===== src/rtl/mv_gen_controller_pkg.sv =====
// Shared types for the affine MV generator controller: state encoding, walk status codes,
// output bundle decode. Stats widths exist only when MV_GEN_CTRL_STATS_EN is defined.
package mv_gen_controller_pkg;

   typedef enum logic [3:0] {
      S_IDLE      = 4'd0,
      S_CLEAR     = 4'd1,
      S_LOAD      = 4'd2,
      S_INIT      = 4'd3,
      S_GEN       = 4'd4,
      S_ISSUE     = 4'd5,
      S_NEXT_COL  = 4'd6,
      S_NEXT_LINE = 4'd7,
      S_FIN       = 4'd8
   } state_t;

   localparam logic [1:0] CTRL_DONE_ALL     = 2'b00;
   localparam logic [1:0] CTRL_NEXT_LINE    = 2'b10;
   localparam logic [1:0] CTRL_NEXT_COL     = 2'b01;
   localparam logic [1:0] CTRL_NEXT_COL_ALT = 2'b11;

`ifdef MV_GEN_CTRL_STATS_EN
   localparam int FRAC_BLOCKS_W  = 5;
   localparam int STALL_CYCLES_W = 16;
`endif

   typedef struct packed {
      logic rst_mv_gen_n;
      logic wr_coords;
      logic wr_cpmvs;
      logic wr_gen_mvs;
      logic wr_x;
      logic wr_y;
      logic wr_count;
      logic sel_x;
      logic sel_y;
      logic mv_valid;
      logic busy;
      logic done;
   } ctrl_out_t;

   localparam ctrl_out_t OUT_IDLE = '{rst_mv_gen_n: 1'b1, default: 1'b0};

   function automatic state_t ctrl_next(input logic [1:0] ctrl);
      state_t nxt;
      case (ctrl)
         CTRL_DONE_ALL:                      nxt = S_FIN;
         CTRL_NEXT_LINE:                     nxt = S_NEXT_LINE;
         CTRL_NEXT_COL, CTRL_NEXT_COL_ALT:   nxt = S_NEXT_COL;
         default:                            nxt = S_NEXT_COL;
      endcase
      return nxt;
   endfunction

   function automatic ctrl_out_t decode_outputs(input state_t st);
      ctrl_out_t o;
      o      = OUT_IDLE;
      o.busy = (st != S_IDLE);
      case (st)
         S_IDLE:      o.busy = 1'b0;
         S_CLEAR:     o.rst_mv_gen_n = 1'b0;
         S_LOAD:      begin o.wr_coords = 1'b1; o.wr_cpmvs = 1'b1; end
         S_INIT:      begin o.wr_x = 1'b1; o.wr_y = 1'b1; end
         S_GEN:       begin o.wr_gen_mvs = 1'b1; o.wr_count = 1'b1; end
         S_ISSUE:     o.mv_valid = 1'b1;
         S_NEXT_COL:  begin o.sel_x = 1'b1; o.wr_x = 1'b1; end
         S_NEXT_LINE: begin o.wr_x = 1'b1; o.sel_y = 1'b1; o.wr_y = 1'b1; end
         S_FIN:       o.done = 1'b1;
         default:     o = OUT_IDLE;
      endcase
      return o;
   endfunction

endpackage


===== src/rtl/mv_gen_ctrl_stats.sv =====
// Optional handshake statistics for mv_gen_controller; present only with MV_GEN_CTRL_STATS_EN.
`ifdef MV_GEN_CTRL_STATS_EN
module mv_gen_ctrl_stats
   import mv_gen_controller_pkg::*;
(
   input  logic                      clk,
   input  logic                      rst,
   input  logic                      clear,
   input  logic                      issue,
   input  logic                      ready,
   input  logic [1:0]                interp_mode,
   output logic [FRAC_BLOCKS_W-1:0]  frac_blocks,
   output logic [STALL_CYCLES_W-1:0] stall_cycles
);

   // Saturating counters of fractional handshakes and stalled ISSUE cycles
   always_ff @(posedge clk or posedge rst) begin
      if (rst) begin
         frac_blocks  <= {FRAC_BLOCKS_W{1'b0}};
         stall_cycles <= {STALL_CYCLES_W{1'b0}};
      end else if (clear) begin
         frac_blocks  <= {FRAC_BLOCKS_W{1'b0}};
         stall_cycles <= {STALL_CYCLES_W{1'b0}};
      end else begin
         if (issue && ready && (interp_mode != 2'b00) && (frac_blocks != {FRAC_BLOCKS_W{1'b1}}))
            frac_blocks <= frac_blocks + FRAC_BLOCKS_W'(1);
         if (issue && !ready && (stall_cycles != {STALL_CYCLES_W{1'b1}}))
            stall_cycles <= stall_cycles + STALL_CYCLES_W'(1);
      end
   end

endmodule
`endif


===== src/rtl/mv_gen_controller.sv =====
// Sequencer for the affine sub-block MV generator datapath; outputs decoded from the next state
// and registered. Define MV_GEN_CTRL_STATS_EN to add FRAC_BLOCKS / STALL_CYCLES counters.
module mv_gen_controller
   import mv_gen_controller_pkg::*;
(
   input  logic       CLK,
   input  logic       RST_ASYNC,
   input  logic       START,
   input  logic       CTRL_X,
   input  logic       CTRL_Y,
   input  logic       INTERP_X,
   input  logic       INTERP_Y,
   input  logic       MV_READY,
   output logic       RST_ASYNC_MV_GEN,
   output logic       WRITE_REGS_COORDS,
   output logic       WRITE_REGS_CPMVS,
   output logic       WRITE_REGS_GEN_MVS,
   output logic       WRITE_REG_X,
   output logic       WRITE_REG_Y,
   output logic       WRITE_REG_COUNT_BLOCK,
   output logic       SEL_X,
   output logic       SEL_Y,
   output logic       MV_VALID,
   output logic [1:0] INTERP_MODE,
   output logic       BUSY,
   output logic       DONE
`ifdef MV_GEN_CTRL_STATS_EN
   ,
   output logic [FRAC_BLOCKS_W-1:0]  FRAC_BLOCKS,
   output logic [STALL_CYCLES_W-1:0] STALL_CYCLES
`endif
);

   state_t     state_r;
   state_t     next_state_s;
   ctrl_out_t  out_r;
   ctrl_out_t  next_out_s;
   logic [1:0] interp_mode_r;

   // Next state follows the datapath walk status; START only matters in IDLE
   always_comb begin
      next_state_s = state_r;
      case (state_r)
         S_IDLE:      if (START) next_state_s = S_CLEAR; else next_state_s = S_IDLE;
         S_CLEAR:     next_state_s = S_LOAD;
         S_LOAD:      next_state_s = S_INIT;
         S_INIT:      next_state_s = S_GEN;
         S_GEN:       next_state_s = S_ISSUE;
         S_ISSUE:     if (MV_READY) next_state_s = ctrl_next({CTRL_X, CTRL_Y});
                      else          next_state_s = S_ISSUE;
         S_NEXT_COL:  next_state_s = S_GEN;
         S_NEXT_LINE: next_state_s = S_GEN;
         S_FIN:       next_state_s = S_IDLE;
         default:     next_state_s = S_IDLE;
      endcase
      next_out_s = decode_outputs(next_state_s);
   end

   // State and output registers; async reset drops MV_VALID without a DONE
   always_ff @(posedge CLK or posedge RST_ASYNC) begin
      if (RST_ASYNC) begin
         state_r <= S_IDLE;
         out_r   <= OUT_IDLE;
      end else begin
         state_r <= next_state_s;
         out_r   <= next_out_s;
      end
   end

   // Fractional flags are captured alongside the generated MV and held through ISSUE
   always_ff @(posedge CLK or posedge RST_ASYNC) begin
      if (RST_ASYNC)
         interp_mode_r <= 2'b00;
      else if (state_r == S_GEN)
         interp_mode_r <= {INTERP_X, INTERP_Y};
      else
         interp_mode_r <= interp_mode_r;
   end

   assign RST_ASYNC_MV_GEN      = out_r.rst_mv_gen_n;
   assign WRITE_REGS_COORDS     = out_r.wr_coords;
   assign WRITE_REGS_CPMVS      = out_r.wr_cpmvs;
   assign WRITE_REGS_GEN_MVS    = out_r.wr_gen_mvs;
   assign WRITE_REG_X           = out_r.wr_x;
   assign WRITE_REG_Y           = out_r.wr_y;
   assign WRITE_REG_COUNT_BLOCK = out_r.wr_count;
   assign SEL_X                 = out_r.sel_x;
   assign SEL_Y                 = out_r.sel_y;
   assign MV_VALID              = out_r.mv_valid;
   assign BUSY                  = out_r.busy;
   assign DONE                  = out_r.done;
   assign INTERP_MODE           = interp_mode_r;

`ifdef MV_GEN_CTRL_STATS_EN
   mv_gen_ctrl_stats u_stats (
      .clk          (CLK),
      .rst          (RST_ASYNC),
      .clear        (state_r == S_CLEAR),
      .issue        (state_r == S_ISSUE),
      .ready        (MV_READY),
      .interp_mode  (interp_mode_r),
      .frac_blocks  (FRAC_BLOCKS),
      .stall_cycles (STALL_CYCLES)
   );
`endif

endmodule


===== config.mk =====
export PLATFORM = sky130hd
export DESIGN_NAME = mv_gen_controller
export DESIGN_NICKNAME = d
export VERILOG_FILES = /design/src/rtl/mv_gen_controller_pkg.sv /design/src/rtl/mv_gen_ctrl_stats.sv /design/src/rtl/mv_gen_controller.sv
export SDC_FILE = /design/constraint.sdc
export NUM_CORES = 1
export LEC_CHECK = 0
export ABC_CLOCK_PERIOD_IN_PS = 1500
export CAP_MARGIN = 20
export CELL_PAD_IN_SITES_DETAIL_PLACEMENT = 2
export CELL_PAD_IN_SITES_GLOBAL_PLACEMENT = 2
export CORE_AREA = 2 2 54 56
export DETAILED_ROUTE_END_ITERATION = 8
export DIE_AREA = 0 0 56 58
export PLACE_DENSITY_LB_ADDON = 0.1
export SYNTH_ARGS = -nofsm -noshare
export SYNTH_HDL_FRONTEND = slang
export SYNTH_SLANG_ARGS = --single-unit

===== constraint.sdc =====
create_clock -name CLK -period 1.5 [get_ports CLK]
set_input_delay 0.3 -clock CLK [delete_from_list [all_inputs] [get_ports CLK]]
set_output_delay 0.3 -clock CLK [all_outputs]
set_load 0.1 [all_outputs]

### Word level (Yosys, flattened, before mapping)

Index checks and enable logic that the tools add are counted.

| storage, ports and cells | value |
|---|---|
| bits in registers | 17 |
| bits in latches | 0 |
| memory bits (writable) | 0 |
| ROM bits | 0 |
| bits of input ports | 8 |
| output and inout bits | 14 |
| logic and storage cells | 53 |
| memories | 0 |

| operators by class | value |
|---|---|
| $add $sub $neg | 0 |
| $mul | 0 |
| divide/modulo/power cells | 0 |
| order comparisons | 0 |
| equal/unequal tests | 18 |
| shift-type cells | 0 |
| mux-type cells | 14 |
| bitwise logic cells | 0 |
| reductions and logical operators | 8 |

Operator list:

| kind | number |
|---|---|
| $eq A4 B3 Y1 const B | 8 |
| $pmux W4 S6 | 1 |
| $eq A4 B2 Y1 const B | 4 |
| $pmux W4 S3 | 1 |
| $mux W1 | 10 |
| $eq A4 B1 Y1 const B | 2 |
| $reduce_or A8 Y1 | 1 |
| $reduce_or A3 Y1 | 2 |
| $eq A2 B2 Y1 const B | 2 |
| $eq A4 B4 Y1 const B | 1 |
| $logic_not A4 Y1 | 1 |
| $mux W4 | 1 |
| $reduce_bool A4 Y1 | 1 |
| $reduce_or A2 Y1 | 2 |
| $eq A2 B1 Y1 const B | 1 |
| $logic_not A2 Y1 | 1 |
| $mux W2 | 1 |

### Depth between registers and ports, before layout

Gate-level depths: netlist of the first run.

| logic depth | value |
|---|---|
| depth after elaboration | 8 |
| gate-level depth with buffers | 5 |
| gate-level depth less buffers | 4 |

### Least setup slack after synthesis of the first run

No wires, ideal clock.

| path | value |
|---|---|
| path kind | reg-to-output |
| from | register, netlist name WRITE_REGS_COORDS |
| to | output port WRITE_REGS_CPMVS |
| arrival | 1.324 ns |
| data required time | 1.200 ns |
| slack | -0.124 ns |
| stages on the path, launching flop included | 2 |
| buffers on the path | 1 |
| cells stage by stage | dfrtp_1 > buf_4 |

RTL lines:

| what | RTL line | source |
|---|---|---|
| end, declared | mv_gen_controller.sv:16 | `output logic WRITE_REGS_CPMVS,` |

==> flow_summary.json, run 1 <==
{
  "status": "completed",
  "skew_ns": 0.00488,
  "synth_enable_flop_cells": 0,
  "syn_nets": 68,
  "numCtsBuffers": 3,
  "coreArea_um2": 2660,
  "wl_per_cell_um": 14.0,
  "start_util": 0.272,
  "cts_hold_buf": 0,
  "yosysMostFrequentCell": "dfrtp_1",
  "r2r_start": "state_r[1]$_DFF_PP0_",
  "ys_seq_elements": 16,
  "synthCells": 60,
  "cp_max_fo": 12,
  "synth_area_leader_cell": "dfrtp_1",
  "die_area_um2": 3250,
  "cp-startpoint": "state_r[1]$_DFF_PP0_",
  "synth_top_area_share": 0.518,
  "r2r_slack_ns": 0.11,
  "worstHoldPathType": "input port to async pin",
  "min_period_ns": 1.39,
  "maxSlewHeadroom": 0.704,
  "gp_congestion": 0.703,
  "crit_path_end": "SEL_X$_DFF_PP0_",
  "fin_crit_sh": 0.930,
  "nNetsFinal": 93,
  "syn_area_um2": 724,
  "wl_met1_um": 703,
  "first_iter_violations": 1,
  "reg2reg_to": "SEL_X$_DFF_PP0_",
  "synth.distinct_cells": 31,
  "rsz0062_at_grt": "no",
  "first_global_vias": 538,
  "grt_pass1_wl_mm": 2.74,
  "synthTopCellsByArea": "dfrtp_1 (52%), dfstp_2 (3.6%), nor2_1 (3.6%)",
  "tightest_slew_ns": 0.445,
  "wl_met3_um": 89,
  "vias_per_cell": 4.65,
  "ctsLongestPathBuffers": 2,
  "async_reset_ff_frac": 1.00,
  "hpwl_mm": 1.22,
  "setup-violations-final": 0,
  "layout-drive-gt1-share": 0.405,
  "grt_usage": 0.116,
  "maxCapViolations": 0,
  "fp.dieW_um": 56,
  "diodes": 0,
  "row_count": 19,
  "antenna_left": 0,
  "totalWireLength_mm": 1.62,
  "overflow": 0,
  "drt_pre_antenna_iters": 2,
  "fmax_mhz": 717,
  "ctsRootBufferMaster": "clkbuf_4",
  "clkSinkCount": 16,
  "antenna_found_initial": 0,
  "regArea_um2": 404,
  "cp.arrival_ns": 1.61,
  "cp-start-kind": "register",
  "port_buffers": 21,
  "post_cts_buffers": 0,
  "fillCellCount": 273,
  "end_kind": "register",
  "drv_slew": 0,
  "critPathMaxStageDelay_ns": 0.55,
  "syn_avg_cell_area_um2": 12.1,
  "cts_tree": "yes",
  "ys_seq_area_frac": 0.554,
  "multiInputGateArea_um2": 268,
  "crit_type": "register to register",
  "worstPathRequired_ns": 1.72,
  "cts_resized": 0,
  "ios": 22,
  "synth_common_cells": "dfrtp_1 (15), nor2_1 (7), a21oi_1 (3), nand2_1 (3), nor3b_1 (3)",
  "grt_max_degree": 17,
  "crit_chain": "o21ba_1 -> o221ai_2 -> inv_2 -> nor3b_2",
  "reg2regPathDepth": 4,
  "top_layer": "met4",
  "finalHoldViolCount": 0,
  "clkLatencyLatePin_ns": 0.29,
  "die_h_um": 58,
  "path_clk_slew_ns": 0.10,
  "via_count": 535,
  "wl_met2_um": 784,
  "yosysWarnings": 0,
  "area_delta_synth_final_pct": 57.7,
  "ys.flop_type": "dfrtp_1",
  "htreeDepth": 1,
  "tns_ns": 0,
  "crit_path_top_delay_cell": "dfrtp_1",
  "drc": 0
}
==> worst min-delay path by stage <==
stage	from	end	slack, ns	cells after the start
2_1_floorplan	RST_ASYNC	BUSY$_DFF_PP0_	0.21	1
3_3_place_gp	INTERP_MODE[1]$_DFFE_PP0P_	INTERP_MODE[1]$_DFFE_PP0P_	0.54	1
3_5_place_dp	INTERP_MODE[1]$_DFFE_PP0P_	INTERP_MODE[1]$_DFFE_PP0P_	0.55	1
4_1_cts	RST_ASYNC	INTERP_MODE[0]$_DFFE_PP0P_	0.31	3
5_1_grt	RST_ASYNC	INTERP_MODE[0]$_DFFE_PP0P_	0.33	3
6_report	RST_ASYNC	SEL_X$_DFF_PP0_	0.31	3
==> cells in the final DEF, fill, tap and decap left out, types with 2 or more instances in the layout <==
cell and n:
buf_12 14, dfrtp_1 13, nor2_1 7, clkdlybuf4s50_1 7
buf_4 5, a21oi_1 3, nand2_1 3, nor3b_1 3
clkbuf_4 3, dfrtp_2 2
==> metal layers <==
| layer | vias up | global-route usage |
|---|---|---|
| met3 | 4 | 0.0446 |
| met4 | 0 | 0.0714 |
| li1 | 252 | - |
| met1 | 263 | 0.135 |
| met5 | - | 0 |
| met2 | 16 | 0.182 |
==> cell type report <==
cell class,count,share of cell area
inverters,2,0.00657
clock buffers,4,0.0318
flip-flops and latches,16,0.354
well taps,31,0.0340
repair buffers,26,0.340
multi-input cells,36,0.234
==> kinds of logic (layout without fill, tap and decap cells) <==
| logic type | Yosys count | after routing | synth area share |
|---|---|---|---|
| compound gates | 9 | 9 | 0.124 |
| buf+inv | 8 | 32 | 0.0760 |
| mux | 3 | 3 | 0.0449 |
| xor+xnor | 1 | 1 | 0.0121 |
| flops | 16 | 16 | 0.554 |
| simple gates | 23 | 23 | 0.188 |
==> per-stage QoR <==
stage / hold slack, ns / cell area, um2 / util / std cells / setup WS (ns)
finish: 0.309 / 1140 / 0.429 / 115 / 0.106
global route: 0.333 / 1140 / 0.429 / 115 / 0.00896
CTS: 0.310 / 1140 / 0.429 / 115 / 0.0855
detailed placement: 0.553 / 1110 / 0.415 / 111 / -0.0875
global placement: 0.536 / 1110 / 0.415 / 111 / -0.102
floorplan: 0.213 / 727 / - / 60 / 0.163
==> flip-flops by register name, summed over array words and instances (netlist names) <==
signal                 cells
state_r                    4
INTERP_MODE                2
BUSY                       1
DONE                       1
MV_VALID                   1
RST_ASYNC_MV_GEN           1
SEL_X                      1
SEL_Y                      1
WRITE_REGS_COORDS          1
WRITE_REG_COUNT_BLOCK      1
WRITE_REG_X                1
WRITE_REG_Y                1
==> critical path, delay by kind of cell, from the launching register on <==
| kind | cells | cell delay [ns] |
|---|---|---|
| AO/OA/AOI/OAI | 2 | 0.55 |
| buffers and inverters | 1 | 0.07 |
| flip-flops | 1 | 0.55 |
| AND/OR/NAND/NOR | 1 | 0.15 |
Power of run 1 is not shown: default switching activity piles up to over one toggle a cycle in this logic, so the estimate is an artifact.
==> run 2: changes to the inputs <==
Settings changed: HOLD_SLACK_MARGIN set to 0.03.
==> results of run 2 <==
Same layout as run 1: the final DEF is identical, and so are final timing and power.
Power of run 2 is left out for the same reason.
